### config.mk
export PLATFORM = sky130hd
export DESIGN_NAME = chroma_shift_sched
export DESIGN_NICKNAME = d
export VERILOG_FILES = /design/src/rtl/chroma_shift_sched_pkg.sv /design/src/rtl/chroma_shift_sched_occ.sv /design/src/rtl/chroma_shift_sched.sv
export SDC_FILE = /design/constraint.sdc
export NUM_CORES = 1
export LEC_CHECK = 0
export ABC_AREA = 1
export CORE_MARGIN = 10
export CORE_UTILIZATION = 39
export CTS_BUF_LIST = sky130_fd_sc_hd__clkbuf_8
export DETAILED_ROUTE_END_ITERATION = 6
export HOLD_SLACK_MARGIN = 0.15
export PLACE_DENSITY = 0.61
export SLEW_MARGIN = 0
export SYNTH_ARGS = -nofsm -noshare
export SYNTH_HDL_FRONTEND = slang
export SYNTH_SLANG_ARGS = --single-unit
### constraint.sdc
create_clock -name clk -period 2.9 [get_ports clk]
set_input_delay 0.725 -clock clk [delete_from_list [all_inputs] [get_ports clk]]
set_output_delay 0.725 -clock clk [all_outputs]
set_load 0.05 [all_outputs]
### src/rtl/chroma_shift_sched_pkg.sv
// chroma_shift_sched_pkg
//   Shared constants for the chroma-shift sequencer: stream geometry, FIFO
//   depths, FSM state encoding, err bit positions and the shadow-delay type.
package chroma_shift_sched_pkg;

    localparam int LINE_WORDS  = 160;
    localparam int FRAME_LINES = 403;
    localparam int G_DEPTH     = 1024;
    localparam int B_DEPTH     = 2048;
    localparam int DLY_W       = 2;

    localparam int WORD_W      = 8;
    localparam int LINE_W      = 10;
    localparam int G_OCC_W     = 11;
    localparam int B_OCC_W     = 12;

    localparam logic [1:0] ST_BYPASS = 2'd0;
    localparam logic [1:0] ST_ARMED  = 2'd1;
    localparam logic [1:0] ST_PRIME  = 2'd2;
    localparam logic [1:0] ST_STREAM = 2'd3;

    localparam int ERR_OVR   = 0;
    localparam int ERR_UDR   = 1;
    localparam int ERR_CFG   = 2;
    localparam int ERR_DRIFT = 3;

    typedef struct packed {
        logic [DLY_W-1:0] g;
        logic [DLY_W-1:0] b;
    } dly_pair_t;

    function automatic logic [LINE_W-1:0] dly_ext(input logic [DLY_W-1:0] d);
        return LINE_W'(d);
    endfunction

endpackage

### src/rtl/chroma_shift_sched_occ.sv
// line_fifo_occ
//   Occupancy tracker for one line-buffer FIFO, with overrun/underrun event
//   detection and a synchronous clear.
//   clk, rst   : clock, async active-high reset
//   wr_i, rd_i : FIFO write / read strobes
//   clr_i      : zero the occupancy at this edge (flush)
//   occ_o      : current occupancy
//   occ_nxt_o  : occupancy after this cycle's strobes, before any clear
//   ovr_o      : write attempted at full (write suppressed)
//   udr_o      : read attempted at empty (read suppressed)
module line_fifo_occ #(
    parameter int W     = 11,
    parameter int DEPTH = 1024
) (
    input  logic         clk,
    input  logic         rst,
    input  logic         wr_i,
    input  logic         rd_i,
    input  logic         clr_i,
    output logic [W-1:0] occ_o,
    output logic [W-1:0] occ_nxt_o,
    output logic         ovr_o,
    output logic         udr_o
);
    logic [W-1:0] occ_q, occ_d;
    logic         full, empty;

    assign full  = (occ_q == W'(DEPTH));
    assign empty = (occ_q == '0);

    always_comb begin
        occ_d = occ_q;
        ovr_o = 1'b0;
        udr_o = 1'b0;
        if (rd_i && empty) begin
            // The read is dropped; a write in the same cycle still lands.
            udr_o = 1'b1;
            if (wr_i) occ_d = occ_q + 1'b1;
        end else if (wr_i && !rd_i) begin
            if (full) ovr_o = 1'b1;
            else      occ_d = occ_q + 1'b1;
        end else if (rd_i && !wr_i) begin
            occ_d = occ_q - 1'b1;
        end
    end

    always_ff @(posedge clk or posedge rst) begin
        if (rst)        occ_q <= '0;
        else if (clr_i) occ_q <= '0;
        else            occ_q <= occ_d;
    end

    assign occ_o     = occ_q;
    assign occ_nxt_o = occ_d;

endmodule

### src/rtl/chroma_shift_sched.sv
// chroma_shift_sched
//   Sequencer for the per-channel line-offset datapath on the 32-bit YCbCr422
//   stream. Tracks word/line position, owns the enable FSM, latches G/B line
//   delays at frame boundaries and drives the G/B FIFO strobes and status.
//   Inputs : clk, rst (async, active-high), en (async), cfg_g_dly, cfg_b_dly,
//            err_clr, vld_i, ds_rdy, eof_i
//   Outputs: active, black_line, r_use, g_wr, b_wr, g_rd, b_rd, fifo_flush,
//            line_cnt, g_occ, b_occ, err {drift,cfg,underrun,overrun},
//            frame_cnt, err_evt_cnt
//   Build option: CHROMA_SCHED_STATS_EN enables the frame / error-event
//   counters; without it both stat ports are tied to zero.
//
//   state  | meaning
//   BYPASS | passthrough, waiting for synchronised enable
//   ARMED  | enabled, waiting for a frame boundary to start cleanly
//   PRIME  | shifting, output lines are black until B delay is covered
//   STREAM | shifting, R/G/B all live
module chroma_shift_sched
    import chroma_shift_sched_pkg::*;
(
    input  logic               clk,
    input  logic               rst,
    input  logic               en,
    input  logic [DLY_W-1:0]   cfg_g_dly,
    input  logic [DLY_W-1:0]   cfg_b_dly,
    input  logic               err_clr,
    input  logic               vld_i,
    input  logic               ds_rdy,
    input  logic               eof_i,
    output logic               active,
    output logic               black_line,
    output logic               r_use,
    output logic               g_wr,
    output logic               b_wr,
    output logic               g_rd,
    output logic               b_rd,
    output logic               fifo_flush,
    output logic [LINE_W-1:0]  line_cnt,
    output logic [G_OCC_W-1:0] g_occ,
    output logic [B_OCC_W-1:0] b_occ,
    output logic [3:0]         err,
    output logic [15:0]        frame_cnt,
    output logic [15:0]        err_evt_cnt
);
    logic                xfer, eol, eof, act;
    logic                en_meta_q, en_s_q;
    logic [WORD_W-1:0]   word_cnt_q, word_cnt_d;
    logic [LINE_W-1:0]   line_cnt_q, line_cnt_d;
    logic [1:0]          state_q, state_d;
    dly_pair_t           shadow_q, shadow_d;
    logic                latch, cfg_bad, drift, flush_now, flush_q;
    logic [3:0]          err_q, err_d, err_set;
    logic [LINE_W-1:0]   g_ext, b_ext;
    logic                b_win, g_win, r_win;
    logic [G_OCC_W-1:0]  g_occ_nxt;
    logic [B_OCC_W-1:0]  b_occ_nxt;
    logic                g_ovr, g_udr, b_ovr, b_udr;

    assign xfer = vld_i & ds_rdy;
    assign eol  = xfer && (word_cnt_q == WORD_W'(LINE_WORDS - 1));
    assign eof  = xfer & eof_i;
    assign act  = state_q[1];   // PRIME and STREAM

    always_comb begin
        // A frame end also realigns the word position, so a short last line
        // cannot skew the next frame's line boundaries.
        word_cnt_d = word_cnt_q;
        if (eof || eol)  word_cnt_d = '0;
        else if (xfer)   word_cnt_d = word_cnt_q + 1'b1;

        line_cnt_d = line_cnt_q;
        if (eof)
            line_cnt_d = '0;
        else if (eol && (line_cnt_q != LINE_W'(FRAME_LINES - 1)))
            line_cnt_d = line_cnt_q + 1'b1;
    end

    always_comb begin
        state_d = state_q;
        latch   = 1'b0;
        case (state_q)
            ST_BYPASS: if (en_s_q) state_d = ST_ARMED;
            ST_ARMED: begin
                if (!en_s_q)  state_d = ST_BYPASS;
                else if (eof) latch   = 1'b1;
            end
            default: begin
                if (eof) begin
                    if (en_s_q) latch   = 1'b1;
                    else        state_d = ST_BYPASS;
                end else if (state_q == ST_PRIME && eol &&
                             line_cnt_d == dly_ext(shadow_q.b)) begin
                    state_d = ST_STREAM;
                end
            end
        endcase

        cfg_bad  = latch && (cfg_g_dly > cfg_b_dly);
        shadow_d = shadow_q;
        if (latch && !cfg_bad) begin
            shadow_d.g = cfg_g_dly;
            shadow_d.b = cfg_b_dly;
        end
        if (latch) state_d = (shadow_d.b == '0) ? ST_STREAM : ST_PRIME;
    end

    assign g_ext = dly_ext(shadow_q.g);
    assign b_ext = dly_ext(shadow_q.b);
    assign b_win = line_cnt_q < (LINE_W'(FRAME_LINES) - b_ext);
    assign g_win = (line_cnt_q >= (b_ext - g_ext)) &&
                   (line_cnt_q < (LINE_W'(FRAME_LINES) - g_ext));
    assign r_win = line_cnt_q >= b_ext;

    assign b_wr  = act & xfer & b_win;
    assign g_wr  = act & xfer & g_win;
    assign r_use = act & xfer & r_win;
    assign g_rd  = r_use;
    assign b_rd  = r_use;

    line_fifo_occ #(.W(G_OCC_W), .DEPTH(G_DEPTH)) u_g_occ (
        .clk       (clk),
        .rst       (rst),
        .wr_i      (g_wr),
        .rd_i      (g_rd),
        .clr_i     (flush_now),
        .occ_o     (g_occ),
        .occ_nxt_o (g_occ_nxt),
        .ovr_o     (g_ovr),
        .udr_o     (g_udr)
    );

    line_fifo_occ #(.W(B_OCC_W), .DEPTH(B_DEPTH)) u_b_occ (
        .clk       (clk),
        .rst       (rst),
        .wr_i      (b_wr),
        .rd_i      (b_rd),
        .clr_i     (flush_now),
        .occ_o     (b_occ),
        .occ_nxt_o (b_occ_nxt),
        .ovr_o     (b_ovr),
        .udr_o     (b_udr)
    );

    // Drift looks at occupancy including this cycle's final read/write.
    assign drift     = eof && (state_q == ST_STREAM) &&
                       ((g_occ_nxt != '0) || (b_occ_nxt != '0));
    assign flush_now = drift || ((state_d == ST_BYPASS) && (state_q != ST_BYPASS));

    always_comb begin
        err_set            = '0;
        err_set[ERR_OVR]   = g_ovr | b_ovr;
        err_set[ERR_UDR]   = g_udr | b_udr;
        err_set[ERR_CFG]   = cfg_bad;
        err_set[ERR_DRIFT] = drift;
        err_d = (err_clr ? 4'b0000 : err_q) | err_set;
    end

    always_ff @(posedge clk or posedge rst) begin
        if (rst) begin
            en_meta_q  <= 1'b0;
            en_s_q     <= 1'b0;
            word_cnt_q <= '0;
            line_cnt_q <= '0;
            state_q    <= ST_BYPASS;
            shadow_q   <= '{g: DLY_W'(1), b: DLY_W'(3)};
            err_q      <= '0;
            flush_q    <= 1'b0;
        end else begin
            en_meta_q  <= en;
            en_s_q     <= en_meta_q;
            word_cnt_q <= word_cnt_d;
            line_cnt_q <= line_cnt_d;
            state_q    <= state_d;
            shadow_q   <= shadow_d;
            err_q      <= err_d;
            flush_q    <= flush_now;
        end
    end

    assign active     = act;
    assign black_line = (state_q == ST_PRIME);
    assign fifo_flush = flush_q;
    assign line_cnt   = line_cnt_q;
    assign err        = err_q;

`ifdef CHROMA_SCHED_STATS_EN
    logic [15:0] frame_cnt_q, err_evt_cnt_q;
    logic [15:0] evt_n;

    assign evt_n = 16'(g_ovr) + 16'(b_ovr) + 16'(g_udr) + 16'(b_udr) +
                   16'(cfg_bad) + 16'(drift);

    always_ff @(posedge clk or posedge rst) begin
        if (rst) begin
            frame_cnt_q   <= '0;
            err_evt_cnt_q <= '0;
        end else begin
            if (eof && act) frame_cnt_q <= frame_cnt_q + 16'd1;
            err_evt_cnt_q <= err_evt_cnt_q + evt_n;
        end
    end

    assign frame_cnt   = frame_cnt_q;
    assign err_evt_cnt = err_evt_cnt_q;
`else
    assign frame_cnt   = '0;
    assign err_evt_cnt = '0;
`endif

endmodule

==> metrics.txt, run 1 <==
Worst Setup End Kind output pin; critical path's top delay family adder cells; final worst slack -0.643 ns; DP Worst Slack -0.584 ns; clock-pin slew on the worst setup and hold paths around 0.11 ns; antenna diode count 0; leakage 3.50 nW; Worst-Margin Slew 0.800 ns; die width 134 um; Final period util 122%; Worst Setup EP g_wr; final hold violations 0; Worst path max stage delay about 0.57 ns; CTS sink count 54; I/O pin cnt 88; # port buffers 55; Final Non-Filler Cells roughly 1.1k; nets 958; max-slew violations 0; antenna violations before repair 0; share of layout cells above drive strength 1 24.4%; Critical Path Start g_ext[0]; most common cell in the netlist nand2_1; fmax around 280 MHz; Avg Inst Size Synth roughly 6.6 um2; Min Clock Period, post-route 3.54 ns; Final Cell Area 7040 um2; Core Util, Final 55.4%; worst min path class reg -> reg; post-synth top area cell dfrtp_1; sequential area share after synthesis 26.6%; Root Driver clkbuf_8; FF+latch count, synth 54; Layout Skew 0.0102 ns; TritonCTS Buffers 5; CP startpoint kind flop; Critical R2R Capture u_b_occ.occ_o[11]; largest net degree at the start of global routing 32; post-route antenna net violation count 0; Slew Limit Headroom 46.6%; synth top area cells dfrtp_1 25%, nand2_1 15%, inv_1 7.0%; iteration count of the initial detailed-routing pass 6; final wirelength around 15 mm; dpl cells 1,073; DR vias about 5.2k; Die Area roughly 18,000 um2; number of synthesized flops with an enable pin 0; Post-DP HPWL between 10 and 15 mm; Slowest cell on crit path dfstp_2; status finished with violations; CP Cell Sequence ha_4, inv_2, fa_2, buf_6, ha_4, a21o_1, nor2_2, nand3_4, nand2_4, buf_6, inv_8, buf_4, buf_12; # H-tree levels 2; DP Area roughly 6500 um2; final hold slack 0.358 ns; ys async rst share 100%; Reg2Reg Depth 23; routed vias/inst 4.78; Setup Crit Path Kind reg -> out; first-pass GRT wire length 24.4 mm; area share of the largest cell type after synthesis 25.1%; VDD IR max ~340 uV; core area 12,700 um2; clock tree buffer depth 2; fillers 1,248; WP data arrival 2.82 ns; RSZ-0062 raised after global routing yes; vias in the first global route 5,075; Rows a little over 40; max_cap viols 0; Residual DRC 0; Area Growth Syn to Fin 38.3%; dominant synthesized flop cell dfrtp_1; Crit path required time 2.17 ns; placer congestion estimate ~0.93; 1st-iter DRT viols 430; Starting Density 40.0%; wire per inst around 14 um; Power per Cell Area about 730 nW/um2; worst path bufs/invs 6; Die H 134 um; GRT Util Overall 16.0%; reg2reg start g_ext[0]; CTS tree done; worst-path fanout max 4; top cells by count, synth 203 x nand2_1, 95 x inv_1, 95 x nor2_1, 71 x nand3_1, 51 x dfrtp_1; Stages on worst setup path 13; warnings from Yosys 0; synth unique cells 40; clock latency on the worst-skew pair 0.32 ns; failing checks negative setup slack; slack of the worst reg-to-reg path -0.61 ns; grt ovf 0; # setup viols final 26; Post-Syn Area 5090 um2; Post-Syn Instances 772
-- how the worst min path moves through the flow --
stage	to	from	slack (ns)	cells past startpoint
finish	en_s_q	en_meta_q	0.36	0
CTS	en_s_q	en_meta_q	0.36	0
global route	en_s_q	en_meta_q	0.39	0
detailed placement	en_s_q	en_meta_q	0.34	0
floorplan	en_s_q	en_meta_q	0.33	0
global placement	en_s_q	en_meta_q	0.33	0
-- placed cells by master (no fill, tap or decap), types with 12 or more instances in the layout --
master / n
nor2_4: 21
clkdlybuf4s50_1: 50
dfrtp_1: 51
nor3_1: 15
ha_1: 15
xor2_1: 26
a21oi_1: 12
inv_2: 13
nand4_1: 12
conb_1: 32
inv_1: 92
nor2_1: 87
nor2_2: 18
buf_12: 12
nand2_2: 17
o21ai_0: 22
buf_4: 82
nand2_1: 195
nand3_1: 67
-- metal layers --
layer / vias up / global-route usage [%] / routed length [um]
li1: 2651 / - / -
met1: 2377 / 20.2 / 6610
met2: 173 / 27.1 / 7170
met3: 33 / 3.06 / 816
met4: 0 / 4.35 / 302
met5: - / 0 / 0
-- registers in the layout (all words and copies together) (netlist names) --
| signal | cells |
|---|---|
| u_b_occ.occ_o | 12 |
| u_g_occ.occ_o | 11 |
| line_cnt | 10 |
| word_cnt_q | 8 |
| err | 4 |
| b_ext | 2 |
| g_ext | 2 |
| state_q | 2 |
| en_meta_q | 1 |
| en_s_q | 1 |
| fifo_flush | 1 |
-- cells by family (layout without fill, tap and decap cells) --
| logic type | Yosys count | in the layout | share of synthesized area (%) |
|---|---|---|---|
| fa+ha+maj | 26 | 26 | 6.53 |
| flops | 54 | 54 | 26.6 |
| xor+xnor | 27 | 27 | 4.64 |
| simple gates | 456 | 459 | 41.3 |
| other cells | 1 | 32 | 0.0736 |
| compound gates | 53 | 53 | 5.65 |
| buf+inv | 155 | 271 | 15.2 |
-- cell type report --
type / instances / area [um2] / area share [%]
clock buffer: 5 / 68.8 / 0.977
clock inverter: 3 / 45.0 / 0.639
inverter: 109 / 427 / 6.06
multi-input combinational: 597 / 3460 / 49.2
sequential: 54 / 1360 / 19.2
tap: 172 / 215 / 3.06
timing repair buffer: 154 / 1470 / 20.9
-- power by group --
| group | switching [mW] | internal [mW] | total, mW |
|---|---|---|---|
| logic | 2.19 | 1.33 | 3.52 |
| registers | 0.166 | 0.902 | 1.07 |
| clock network | 0.269 | 0.257 | 0.527 |
-- timing repair --
item,CTS,global route
buffers inserted,5,6
cloned,3,0
pin swaps,13,17
resized for setup,24,43
hold buffers,0,0
endpoints found under the setup margin,30,30
-- worst register-to-register path, stage by stage (launching register included) --
cell	delay, ns
dfstp_2	0.57
ha_4	0.12
inv_2	0.03
fa_2	0.38
buf_6	0.16
ha_4	0.24
a21o_1	0.16
nor2_2	0.14
nand3_4	0.12
nand2_4	0.13
buf_6	0.13
inv_8	0.04
nand2_4	0.05
nor2_2	0.04
a21oi_2	0.13
nand2_1	0.10
nor2_1	0.09
nand2_1	0.07
nor2_2	0.09
nand3_2	0.14
nand2_8	0.15
buf_12	0.12
nand2_8	0.09
nor2_1	0.15
-- metrics by stage --
step	power (mW)	setup TNS [ns]
2_1_floorplan	3.23	-4.33
3_3_place_gp	4.17	-12.39
3_5_place_dp	4.17	-14.51
4_1_cts	4.91	-14.63
5_1_grt	5.51	-20.11
6_report	5.12	-15.29
Note: power is estimated with default switching activity, not from simulation.
==> inputs of run 2 (changes only) <==
- CELL_PAD_IN_SITES_DETAIL_PLACEMENT: not set -> 1
- CELL_PAD_IN_SITES_GLOBAL_PLACEMENT: not set -> 1
- CORE_UTILIZATION: 39 -> 35
- MAX_ROUTING_LAYER: not set -> met4
- PLACE_DENSITY: 0.61 -> 0.76
==> run 2 against run 1 <==
Against the previous run: the run still ends with negative setup slack left; clock power decreased by 4.6%; register-to-register slack got worse by 0.31 ns; fmax decreased by 7.3%; non-clock buffer count increased by 42; routed wire length increased by 32%; utilization decreased by 3.5 points; setup slack got worse by 0.28 ns; die area increased by 9.7%; highest routed layer unchanged.
==> metrics.txt, run 2 (synthesis results as in run 1) <==
antenna violations before repair 0; largest net degree at the start of global routing 55; worst-path fanout max 8; Residual DRC 0; VDD IR max approximately 270 uV; status finished with violations; wire per inst 17.2 um; fillers 1,818; CTS sink count 54; Slowest cell on crit path dfstp_2; Rows 44; die width between 100 and 150 um; RSZ-0062 raised after global routing yes; Crit path required time 3.18 ns; # H-tree levels 2; grt ovf 0; CTS tree done; Reg area roughly 1400 um2; Starting Density 35.4%; max_cap viols 0; Worst-Margin Slew 0.515 ns; Area Growth Syn to Fin 46.4%; Setup Crit Path Kind reg -> reg; Worst Setup End Kind flop; Post-DP HPWL around 14 mm; GRT Util Overall 19.4%; hold wc startpoint en_meta_q; Critical Path Start g_ext[0]; CP dominant cell by count nand2_1; Min Clock Period, post-route 3.82 ns; Core Util, Final 51.9%; clock latency on the worst-skew pair between 0.3 and 0.4 ns; share of layout cells above drive strength 1 29.1%; Slew Limit Headroom 65.5%; max-slew violations 0; multi-input logic area between 3000 and 4000 um2; # port buffers 55; I/O pin cnt between 80 and 90; iteration count of the initial detailed-routing pass 5; final worst slack -0.922 ns; Die Area 19,800 um2; leakage 3.70 nW; Final Cell Area 7460 um2; fmax 262 MHz; first-pass GRT wire length 31.1 mm; Worst path max stage delay 0.57 ns; placer congestion estimate ~0.94; hold_buf cts 0; final hold violations 0; worst path bufs/invs 5; DR vias 5,588; DP Area 6710 um2; vias in the first global route 6,139; TritonCTS Buffers 5; failing checks negative setup slack; Final period util 132%; CP startpoint kind flop; clock-pin slew on the worst setup and hold paths 0.12 ns; antenna diode count 0; worst min path class reg -> reg; final wirelength a little under 20 mm; final hold slack 0.393 ns; most common cell after layout, fill and taps aside nand2_1; number of flip-flops under the largest register name 12; 1st-iter DRT viols 311; Root Driver clkbuf_8; post-route antenna net violation count 0; nets between 900 and 1k; Die H 141 um; WP data arrival 4.11 ns; Layout Skew about 0.018 ns; leading cell types in the layout, fill and taps excluded 184 x nand2_1, 121 x buf_4, 91 x inv_1; clock tree buffer depth 2; setup TNS -23.04 ns; core area 14,400 um2; Power per Cell Area 756 nW/um2; reg2reg start g_ext[0]; # setup viols final 28; routed vias/inst 4.88; CP Cell Sequence ha_4, inv_2, fa_2, ha_4, nand2_1, a21oi_2, nor2_2, nand3_4, buf_6, nand2_8, buf_12, nand2_8, buf_4, nand2_1, nand3_1, nand2_1, nand4_1, nor2_1, nand3_1, nand2_2, nand2_4, buf_12, nor2_4; critical path's top delay family simple AND/OR/NAND/NOR gates
[run 2: changes by cell type in the layout (fill, tap and decap cells not counted), sizes merged]
cell	delta
buf	+42
bufinv	-1
clkdlybuf4s50	-2
clkinv	+1
clkinvlp	-2
dlymetal6s2s	+2
inv	+2
nand2	-3
[run 2: final timing paths]
path	endpoint	slack (ns)	depth (start not counted)
min	en_s_q	0.39	0
max	u_g_occ.occ_o[10]	-0.92	23
min in group asynchronous	word_cnt_q[0]	0.72	3
min reg2reg	en_s_q	0.39	0
max in group asynchronous	b_ext[1]	1.87	3
max reg2reg	u_g_occ.occ_o[10]	-0.92	23
[run 2: repair_timing]
action,in CTS,in global routing
resized for setup,56,42
setup buffers,17,8
endpoints found under the setup margin,30,31
cloned,1,0
pin swaps,20,28
[run 2: through the flow]
step | total power [mW] | setup slack [ns] | cells
after global routing | 6.01 | -1.04 | 1145
after detailed placement | 4.55 | -0.661 | 1113
after CTS | 5.30 | -0.722 | 1138
after global placement | 4.46 | -0.556 | 1113
after floorplan | 3.23 | -0.203 | 803
final | 5.64 | -0.922 | 1145
[run 2: report_power, final]
| group | switching [mW] | internal (mW) | leakage [nW] |
|---|---|---|---|
| clock network | 0.322 | 0.182 | 0.0506 |
| registers | 0.148 | 0.902 | 0.722 |
| logic | 2.49 | 1.60 | 2.93 |
[run 2: layer usage]
layer / global-route usage (%) / wire (um)
met1: 21.8 / 8220
met2: 34.7 / 10400
met3: 2.65 / 612
met4: 6.14 / 435
met5: - / 0
[run 2: cell type report]
type | count | share of cell area [%]
clock buffers | 5 | 0.923
clock inverters | 3 | 0.386
inverters | 109 | 5.72
multi-input cells | 594 | 47.2
flip-flops and latches | 54 | 18.2
well taps | 184 | 3.09
repair buffers | 196 | 24.5
==> inputs of run 3 (changes only) <==
- GPL_TIMING_DRIVEN: not set -> 0
==> run 3 against run 2 <==
Against the previous run: the flow still finishes with violations (negative setup slack); routed wire length decreased by 15%; clock power increased by 1%; count of clock-buffer cells in the layout unchanged; global-route usage decreased by 1.9 points; critical path depth decreased by 4; die area unchanged; setup slack improved by 0.25 ns; first-iteration DRC count decreased by 17%; sequential power about the same; fmax increased by 7.1%; hold slack improved by 0.0011 ns; highest routed layer unchanged.
==> metrics.txt, run 3 (synthesis results as in run 1) <==
number of flip-flops under the largest register name 12; fillers 1,832; wire per inst 15.5 um; share of layout cells above drive strength 1 23.9%; Die Area 19,800 um2; Final Cell Area roughly 7000 um2; Die H 141 um; Power per Cell Area approximately 740 nW/um2; failing checks negative setup slack; nets 932; first-pass GRT wire length 28.0 mm; # H-tree levels 2; # setup viols final 28; placer congestion estimate 0.867; vias in the first global route 5,438; final worst slack -0.669 ns; VDD IR max 270 uV; iteration count of the initial detailed-routing pass 4; Area Growth Syn to Fin 36.2%; Core Util, Final 48.3%; Slew Limit Headroom 56.7%; largest net degree at the start of global routing 37; grt ovf 0; clock-pin slew on the worst setup and hold paths 0.12 ns; Starting Density 35.4%; RSZ-0062 raised after global routing yes; post-route antenna net violation count 0; final wirelength 16.7 mm; antenna diode count 0; Root Driver clkbuf_8; status finished with violations; slack of the worst reg-to-reg path -0.67 ns; core area 14,400 um2; DR vias 5,248; CTS tree done; Crit path required time 3.18 ns; Setup Crit Path Kind reg -> reg; leading cell types in the layout, fill and taps excluded 188 x nand2_1, 89 x inv_1, 85 x nor2_1; Residual DRC 0; DP Area 6120 um2; clock latency on the worst-skew pair 0.35 ns; Rows 44; worst-path fanout max 8; DP Worst Slack -0.986 ns; Layout Skew 0.0263 ns; TritonCTS Buffers 5; worst min path class reg -> reg; max-slew violations 0; 1st-iter DRT viols between 200 and 300; final hold violations 0; Final period util 123%; total power approximately 5 mW; max_cap viols 0; setup TNS -16.85 ns; die width between 100 and 150 um; Post-DP HPWL approximately 12 mm; GRT Util Overall between 15 and 20%; clock tree buffer depth 2; CP startpoint kind flop; # port buffers between 50 and 60; hold_buf cts 0; antenna violations before repair 0; WP data arrival 3.84 ns; CTS sink count 54; routed vias/inst 4.86; leakage 3.39 nW; Worst-Margin Slew between 0.6 and 0.7 ns; fmax around 280 MHz; most common cell after layout, fill and taps aside nand2_1; I/O pin cnt 88; Min Clock Period, post-route 3.57 ns; Worst Setup End Kind flop
[run 3: changes by cell type in the layout (fill, tap and decap cells not counted), sizes merged]
cell,previous run,this run
buf,146,79
bufbuf,0,1
clkbuf,5,6
dlygate4sd2,0,2
dlymetal6s2s,2,0
[run 3: path summary, 6_finish.rpt]
path	start	endpoint	cells after the start
min in group asynchronous	rst	word_cnt_q[0]	2
hold reg to reg	en_meta_q	en_s_q	0
setup reg to reg	g_ext[0]	u_b_occ.occ_o[9]	19
max in group asynchronous	rst	g_ext[0]	3
hold / removal	en_meta_q	en_s_q	0
setup / recovery	g_ext[0]	u_b_occ.occ_o[9]	19
[run 3: layer usage]
layer  global-route usage, %  up-vias  wire length, um
li1                        -     2610                -
met4                    3.48        0              203
met1                    20.8     2553             7360
met2                    30.4       73             8580
met3                    2.86       12              557
met5                       -        -                0
[run 3: report_power, final]
part | total [mW] | internal (mW) | switching, mW
logic | 3.54 | 1.31 | 2.24
registers | 1.08 | 0.901 | 0.178
clock network | 0.509 | 0.182 | 0.327
total | 5.13 | 2.39 | 2.74
[run 3: cell type report]
cell class / instances / area [um2] / area share, %
Inverter: 109 / 427 / 6.15
Clock buffer: 5 / 68.8 / 0.992
Sequential cell: 54 / 1360 / 19.5
Timing Repair Buffer: 85 / 913 / 13.2
Tap cell: 184 / 230 / 3.32
Multi-Input combinational cell: 594 / 3500 / 50.5
Buffer: 46 / 409 / 5.90
Clock inverter: 3 / 28.8 / 0.415
[run 3: timing repair]
item | 4_1_cts | 5_1_grt
gates cloned | 4 | 0
setup endpoints to repair | 30 | 29
buffers inserted | 17 | 8
resized for setup | 102 | 31
pin swaps | 24 | 18
[run 3: through the flow]
stage | cells | hold slack (ns)
2_1_floorplan | 803 | 0.331
3_3_place_gp | 1042 | 0.353
3_5_place_dp | 1043 | 0.364
4_1_cts | 1072 | 0.393
5_1_grt | 1080 | 0.417
6_report | 1080 | 0.394
[run 3: worst max-delay path: stages (launching register included)]
cell and delay [ns]:
dfstp_2 0.57, ha_4 0.12, inv_2 0.03, fa_2 0.39, buf_12 0.16, ha_4 0.25
a21o_1 0.18, nor2_4 0.13, nand3_4 0.13, nand3_4 0.14, bufbuf_16 0.27, nor2_1 0.05
o21ai_2 0.18, nand2_1 0.13, nor2_1 0.16, nand3_2 0.11, nand2_4 0.10, nand2_8 0.11
buf_12 0.18, nor2_4 0.06
